## src/rtl/dac_pkg.sv

```systemverilog
// Shared types and helpers for the DAC write scheduler.
package dac_pkg;

  localparam int DAC_W   = 16;
  localparam int MAX_REQ = 8;

  typedef enum logic [1:0] {
    S_IDLE  = 2'd0,
    S_START = 2'd1,
    S_BUSY  = 2'd2,
    S_GAP   = 2'd3
  } sched_state_t;

  // Extract requester idx from a flat bus zero-padded to MAX_REQ slots.
  function automatic logic [DAC_W-1:0] req_slice(input logic [MAX_REQ*DAC_W-1:0] bus,
                                                 input int idx);
    return bus[idx*DAC_W +: DAC_W];
  endfunction

endpackage

```

## src/rtl/dac_write_scheduler_rr_arbiter.sv

```systemverilog
// Combinational round-robin arbiter: first request at or after ptr_i, wrapping.
module rr_arbiter #(
  parameter int NUM_REQ = 4,
  parameter int IDX_W   = (NUM_REQ > 1) ? $clog2(NUM_REQ) : 1
) (
  input  logic [NUM_REQ-1:0] req_i,
  input  logic [IDX_W-1:0]   ptr_i,
  output logic [NUM_REQ-1:0] grant_o,
  output logic [IDX_W-1:0]   idx_o,
  output logic               any_o
);

  // Scan offsets from the far end so the offset closest to ptr_i wins.
  always_comb begin
    grant_o = '0;
    idx_o   = '0;
    any_o   = |req_i;
    for (int k = NUM_REQ - 1; k >= 0; k--) begin
      if (req_i[(int'(ptr_i) + k) % NUM_REQ]) begin
        grant_o = '0;
        grant_o[(int'(ptr_i) + k) % NUM_REQ] = 1'b1;
        idx_o = IDX_W'((int'(ptr_i) + k) % NUM_REQ);
      end
    end
  end

endmodule

```

## src/rtl/dac_write_scheduler.sv

```systemverilog
// Latest-value-wins mailbox per setpoint source, round-robin access to one SPI DAC writer,
// with a minimum idle gap between frames.
module dac_write_scheduler
  import dac_pkg::*;
#(
  parameter int NUM_REQ = 4,
  parameter int MIN_GAP = 8
) (
  input  logic                     clk_i,
  input  logic                     reset_i,
  input  logic [NUM_REQ-1:0]       req_valid_i,
  input  logic [NUM_REQ*DAC_W-1:0] req_data_i,
  output logic [NUM_REQ-1:0]       pending_o,
  output logic [NUM_REQ-1:0]       overwrite_o,
  output logic signed [DAC_W-1:0]  dac_data_o,
  output logic                     dac_start_o,
  input  logic                     dac_idle_i,
  output logic                     busy_o,
  output logic                     done_o,
  output logic [2:0]               done_src_o,
  output logic signed [DAC_W-1:0]  last_value_o
);

  localparam int IDX_W = (NUM_REQ > 1) ? $clog2(NUM_REQ) : 1;
  localparam int CNT_W = (MIN_GAP > 0) ? $clog2(MIN_GAP + 1) : 1;

  sched_state_t state_q, state_d;

  logic [DAC_W-1:0]         data_q [NUM_REQ];
  logic [DAC_W-1:0]         data_d [NUM_REQ];
  logic [NUM_REQ-1:0]       pend_q, pend_d, ovw_q, ovw_d;
  logic [NUM_REQ-1:0]       grant_s, take_mask_s;
  logic [IDX_W-1:0]         rr_q, rr_d, gidx_s;
  logic                     any_s, take_s;
  logic [DAC_W-1:0]         dac_data_q, dac_data_d, last_q, last_d;
  logic                     start_q, start_d, busy_q, busy_d, done_q, done_d;
  logic [2:0]               src_q, src_d, done_src_q, done_src_d;
  logic [CNT_W-1:0]         cnt_q, cnt_d;
  logic [MAX_REQ*DAC_W-1:0] req_bus_s;

  rr_arbiter #(
    .NUM_REQ (NUM_REQ),
    .IDX_W   (IDX_W)
  ) u_arb (
    .req_i   (pend_q),
    .ptr_i   (rr_q),
    .grant_o (grant_s),
    .idx_o   (gidx_s),
    .any_o   (any_s)
  );

  // Mailboxes: a post on the grant edge survives as a new pending value.
  always_comb begin
    req_bus_s = '0;
    req_bus_s[NUM_REQ*DAC_W-1:0] = req_data_i;
    take_s      = (state_q == S_IDLE) && any_s && dac_idle_i;
    take_mask_s = take_s ? grant_s : '0;
    pend_d      = (pend_q & ~take_mask_s) | req_valid_i;
    ovw_d       = req_valid_i & pend_q & ~take_mask_s;
    for (int i = 0; i < NUM_REQ; i++) begin
      data_d[i] = req_valid_i[i] ? req_slice(req_bus_s, i) : data_q[i];
    end
  end

  // Frame sequencing and gap timing; S_GAP lasts exactly MIN_GAP cycles.
  always_comb begin
    state_d    = state_q;
    dac_data_d = dac_data_q;
    rr_d       = rr_q;
    src_d      = src_q;
    cnt_d      = cnt_q;
    done_d     = 1'b0;
    done_src_d = done_src_q;
    last_d     = last_q;
    case (state_q)
      S_IDLE: begin
        if (take_s) begin
          state_d    = S_START;
          dac_data_d = data_q[gidx_s];
          src_d      = 3'(gidx_s);
          rr_d       = (gidx_s == IDX_W'(NUM_REQ - 1)) ? '0 : gidx_s + IDX_W'(1);
        end else begin
          state_d = S_IDLE;
        end
      end
      S_START: begin
        if (!dac_idle_i) state_d = S_BUSY;
        else             state_d = S_START;
      end
      S_BUSY: begin
        if (dac_idle_i) begin
          done_d     = 1'b1;
          done_src_d = src_q;
          last_d     = dac_data_q;
          if (MIN_GAP == 0) begin
            state_d = S_IDLE;
          end else begin
            state_d = S_GAP;
            cnt_d   = CNT_W'(MIN_GAP);
          end
        end else begin
          state_d = S_BUSY;
        end
      end
      S_GAP: begin
        if (cnt_q <= CNT_W'(1)) begin
          state_d = S_IDLE;
          cnt_d   = '0;
        end else begin
          cnt_d = cnt_q - CNT_W'(1);
        end
      end
      default: state_d = S_IDLE;
    endcase
    start_d = (state_d == S_START);
    busy_d  = (state_d != S_IDLE);
  end

  // State and output registers.
  always_ff @(posedge clk_i) begin
    if (reset_i) begin
      state_q    <= S_IDLE;
      pend_q     <= '0;
      ovw_q      <= '0;
      rr_q       <= '0;
      src_q      <= 3'd0;
      cnt_q      <= '0;
      dac_data_q <= '0;
      last_q     <= '0;
      start_q    <= 1'b0;
      busy_q     <= 1'b0;
      done_q     <= 1'b0;
      done_src_q <= 3'd0;
      for (int i = 0; i < NUM_REQ; i++) data_q[i] <= '0;
    end else begin
      state_q    <= state_d;
      pend_q     <= pend_d;
      ovw_q      <= ovw_d;
      rr_q       <= rr_d;
      src_q      <= src_d;
      cnt_q      <= cnt_d;
      dac_data_q <= dac_data_d;
      last_q     <= last_d;
      start_q    <= start_d;
      busy_q     <= busy_d;
      done_q     <= done_d;
      done_src_q <= done_src_d;
      for (int i = 0; i < NUM_REQ; i++) data_q[i] <= data_d[i];
    end
  end

  assign pending_o    = pend_q;
  assign overwrite_o  = ovw_q;
  assign dac_data_o   = dac_data_q;
  assign dac_start_o  = start_q;
  assign busy_o       = busy_q;
  assign done_o       = done_q;
  assign done_src_o   = done_src_q;
  assign last_value_o = last_q;

endmodule

```

## config.mk

```make
export PLATFORM = sky130hd
export DESIGN_NAME = dac_write_scheduler
export DESIGN_NICKNAME = d
export VERILOG_FILES = /design/src/rtl/dac_pkg.sv /design/src/rtl/dac_write_scheduler_rr_arbiter.sv /design/src/rtl/dac_write_scheduler.sv
export SDC_FILE = /design/constraint.sdc
export NUM_CORES = 1
export LEC_CHECK = 0
export BUFFER_PORTS_ARGS = -buffer_cell sky130_fd_sc_hd__buf_4
export CAP_MARGIN = 30
export CORE_ASPECT_RATIO = 1.75
export CORE_MARGIN = 5
export CORE_UTILIZATION = 58
export CTS_CLUSTER_DIAMETER = 100
export CTS_CLUSTER_SIZE = 14
export DETAILED_ROUTE_END_ITERATION = 10
export GPL_TIMING_DRIVEN = 0
export PLACE_DENSITY = 0.86
export SKIP_LAST_GASP = 1
export SYNTH_ARGS = -nofsm -noshare
export SYNTH_HDL_FRONTEND = slang
export SYNTH_HIERARCHICAL = 1
export SYNTH_SLANG_ARGS = --single-unit
```

## constraint.sdc

```tcl
create_clock -name clk_i -period 6.9 [get_ports clk_i]
set_clock_uncertainty 0.05 [all_clocks]
set_input_delay 1.38 -clock clk_i [delete_from_list [all_inputs] [get_ports clk_i]]
set_output_delay 1.38 -clock clk_i [all_outputs]
set_load 0.005 [all_outputs]
```

==> results.md <==
- Vias per cell: ~5.5
- I/O pins: 117
- Syn_area_per_cell: ~11 um2
- Final worst-path cycle share: between 40% and 50%
- Die width: ~80 um
- Slowest CP cell: dfxtp_1
- Hold WC Path Type: flip-flop to flip-flop
- Synth top cells by count: nand2_1, and2_1, edfxtp_1, dfxtp_1, a21oi_1
- Syn-to-layout area delta: 30.0%
- Synth Flop Type: edfxtp_1
- Ys async rst share: 0%
- Post-synthesis sequential area ratio: a little under three fifths
- CTS tree: built
- Port bufs: around 110
- Initial antenna violation count: 0
- Max-slew violations: 0
- Highest clock rate: roughly 290 MHz
- Number of global-route vias before repair: ~4300
- Die Span Y: around 140 um
- Root buffer cell: clkbuf_16
- RSZ-0062 raised after global routing: false
- Crit path required time: 7.13 ns
- Layout cells sized above 1: between 30% and 40%
- Synth warnings: 6
- # Post-CTS Setup Buffers: 0
- Fin util: 76.6%
- Nets: between 600 and 700
- Crit end category: flip-flop
- Max rail drop VDD: between 0.0002 and 0.0003 V
- Hold buffer count at CTS: 0
- GRT Total Usage: roughly a quarter
- RD Place Congestion: between 0.8 and 0.9
- Hpwl dp: just under 10000 um
- Lkg Pwr: about 0.0028 uW
- Max Cap Viol: 0
- Post-Route WL: 13000 um
- Initial drt markers: between 150 and 200
- Count leader, synth: nand2_1
- Critical Path Most Common Cell: buf_6
- Setup TNS: 0 ns
- Mapped cell area: between 0.005 and 0.006 mm2
- Status: finished, final reports clean
- CP max FO: 11
- Post-cts sizing count: 0
- Fin crit period: 3.42 ns
- Synth unique cells: about 50
- Cell Pwr Density: 296 mW/mm2
- FP Rows: 46
- Post-synth EDFFs: 64
- ANT nets after route: 0
- Relative slew slack: between 60 and 70%
- Fill cells: between 500 and 600
- Clk sinks: between 100 and 150
- WL/cell: about 18 um
- Post-route cell area: 0.00692 mm2
- Worst-Skew Late Latency: roughly 0.4 ns
- Final count of hold timing violations: 0
- Core Region: 0.00904 mm2
- Starting Density: approximately 59%
- CTS buffer count: 17
- Synth Register Bits: about 120
- Main area contributors after synthesis: edfxtp_1, dfxtp_1, and2_1, mux4_2, nand2_1
- Grt ovf: 0
- Cells after synthesis: between 400 and 500
- Uppermost layer routed: met4
- Post-synth top area cell: edfxtp_1
- Metal2 WL: ~7400 um
- Worst EP arrival: 3.65 ns
- Slew @ Worst Pin: between 0.5 and 0.6 ns
- Crit Path Class: flip-flop to flip-flop
- Post-Route M1 WL: around 4400 um
- First-pass DRT Iterations: 5
- Critical path, cell by cell: inv_1 > ha_1 > clkbuf_2 > mux2_2 > o21ai_0 > o2bb2ai_1 > buf_6 > buf_6 > mux4_2 > nand2_1 > a21oi_1
- Filler-free cell count of the finished design: 737
- Yosys top cell area share: 36.1%
- Cell count after placement: about 710
- DIE AREA: 0.0113 mm2
- Critical path's largest stage delay: ~0.56 ns
- Syn nets: approximately 550
- H-tree Lvls: 4
- Vias post-DR: around 4000
- Routed met3 length: 707 um
- Placed instance area: 0.00632 mm2
- Clock Tree Buf Depth: 2
- CTS clk-pin slew, worst paths: 0.05 ns
- DR DRC count: 0
- Diodes inserted: 0
- First-pass GRT wire length: ~21000 um
- Largest net degree at the start of global routing: 17
- Final setup fails: 0
- Startpoint types: flip-flop
-- report_power, final --
part | total, uW | switching, uW | leakage, uW | internal (uW)
registers | 836 | 34.4 | 0.00114 | 801
clock network | 872 | 297 | 0.000302 | 575
logic | 339 | 164 | 0.00140 | 175
-- cell families (layout without fill, tap and decap cells) --
logic type	count (synthesis)	in the layout	share of synthesized area [%]
and+or+nand+nor	190	190	18.4
DFF	119	119	56.8
other	1	1	0.0704
adders and majority gates	11	11	2.59
muxes	24	24	8.88
AOI/OAI and AO/OA	81	81	8.86
buffers and inverters	46	191	4.37
-- path summary, 6_finish.rpt --
| path | startpoint | to | slack (ns) | depth (start not counted) |
|---|---|---|---|---|
| worst min-delay path | src_q[0] | done_src_o[0] | 0.40 | 2 |
| worst max register to register | rr_q[1] | dac_data_o[6] | 3.48 | 11 |
| worst max-delay path | rr_q[1] | dac_data_o[6] | 3.48 | 11 |
| worst min register to register | src_q[0] | done_src_o[0] | 0.40 | 2 |
-- through the flow --
step | setup slack (ns) | total power [uW] | hold slack, ns
3_3_place_gp | 3.67 | 1170 | 0.385
4_1_cts | 3.47 | 2050 | 0.400
2_1_floorplan | 4.00 | 1070 | 0.382
6_report | 3.48 | 2050 | 0.397
3_5_place_dp | 3.50 | 1180 | 0.397
5_1_grt | 3.29 | 2120 | 0.427
-- state kept, by name, indices dropped and copies added (netlist names) --
register / cells
state_q: 2
last_value_o: 16
src_q: 2
pending_o: 4
done_src_o: 2
busy_o: 1
dac_data_o: 16
dac_start_o: 1
overwrite_o: 4
rr_q: 2
data_q: 64
cnt_q: 4
done_o: 1
-- layer usage --
metal	GRT usage [%]	vias up
met2	45.8	145
met1	25.5	1937
met4	15.2	0
met5	0	-
li1	-	1926
met3	5.80	40
-- critical path: cells and delay by family, from the launching register on --
family,cells,cell delay (ns)
adder cells (fa/ha/maj),1,0.33
AO/OA/AOI/OAI,3,0.52
AND/OR/NAND/NOR,1,0.10
buffers and inverters,4,0.85
multiplexers,2,0.88
flip-flops,1,0.56
-- layout by cell type (no fill, tap or decap), drive strengths merged, types with 2 or more instances in the layout --
cell / count
nor3: 5
mux2i: 3
mux4: 18
ha: 11
nand2: 79
edfxtp: 64
nor2: 12
mux2: 3
buf: 130
clkbuf: 38
a21o: 3
clkinv: 6
o22ai: 2
a21oi: 48
o21ai: 9
or3: 2
a211oi: 3
a22oi: 3
nand2b: 2
and2: 65
a31oi: 3
nand3: 2
and3b: 2
or2: 5
inv: 16
o311ai: 2
nand4: 5
a221oi: 2
dfxtp: 55
nand3b: 2
-- area by class of cell --
class / instances / area [um2] / share of cell area (%)
tap: 120 / 150 / 2.17
inverter: 16 / 60.1 / 0.868
clock inverter: 7 / 60.1 / 0.868
multi-input combinational: 307 / 2070 / 29.9
sequential: 119 / 3020 / 43.7
buffer: 30 / 173 / 2.49
clock buffer: 25 / 539 / 7.79
timing repair buffer: 113 / 848 / 12.3
(Power assumes the default switching activity.)
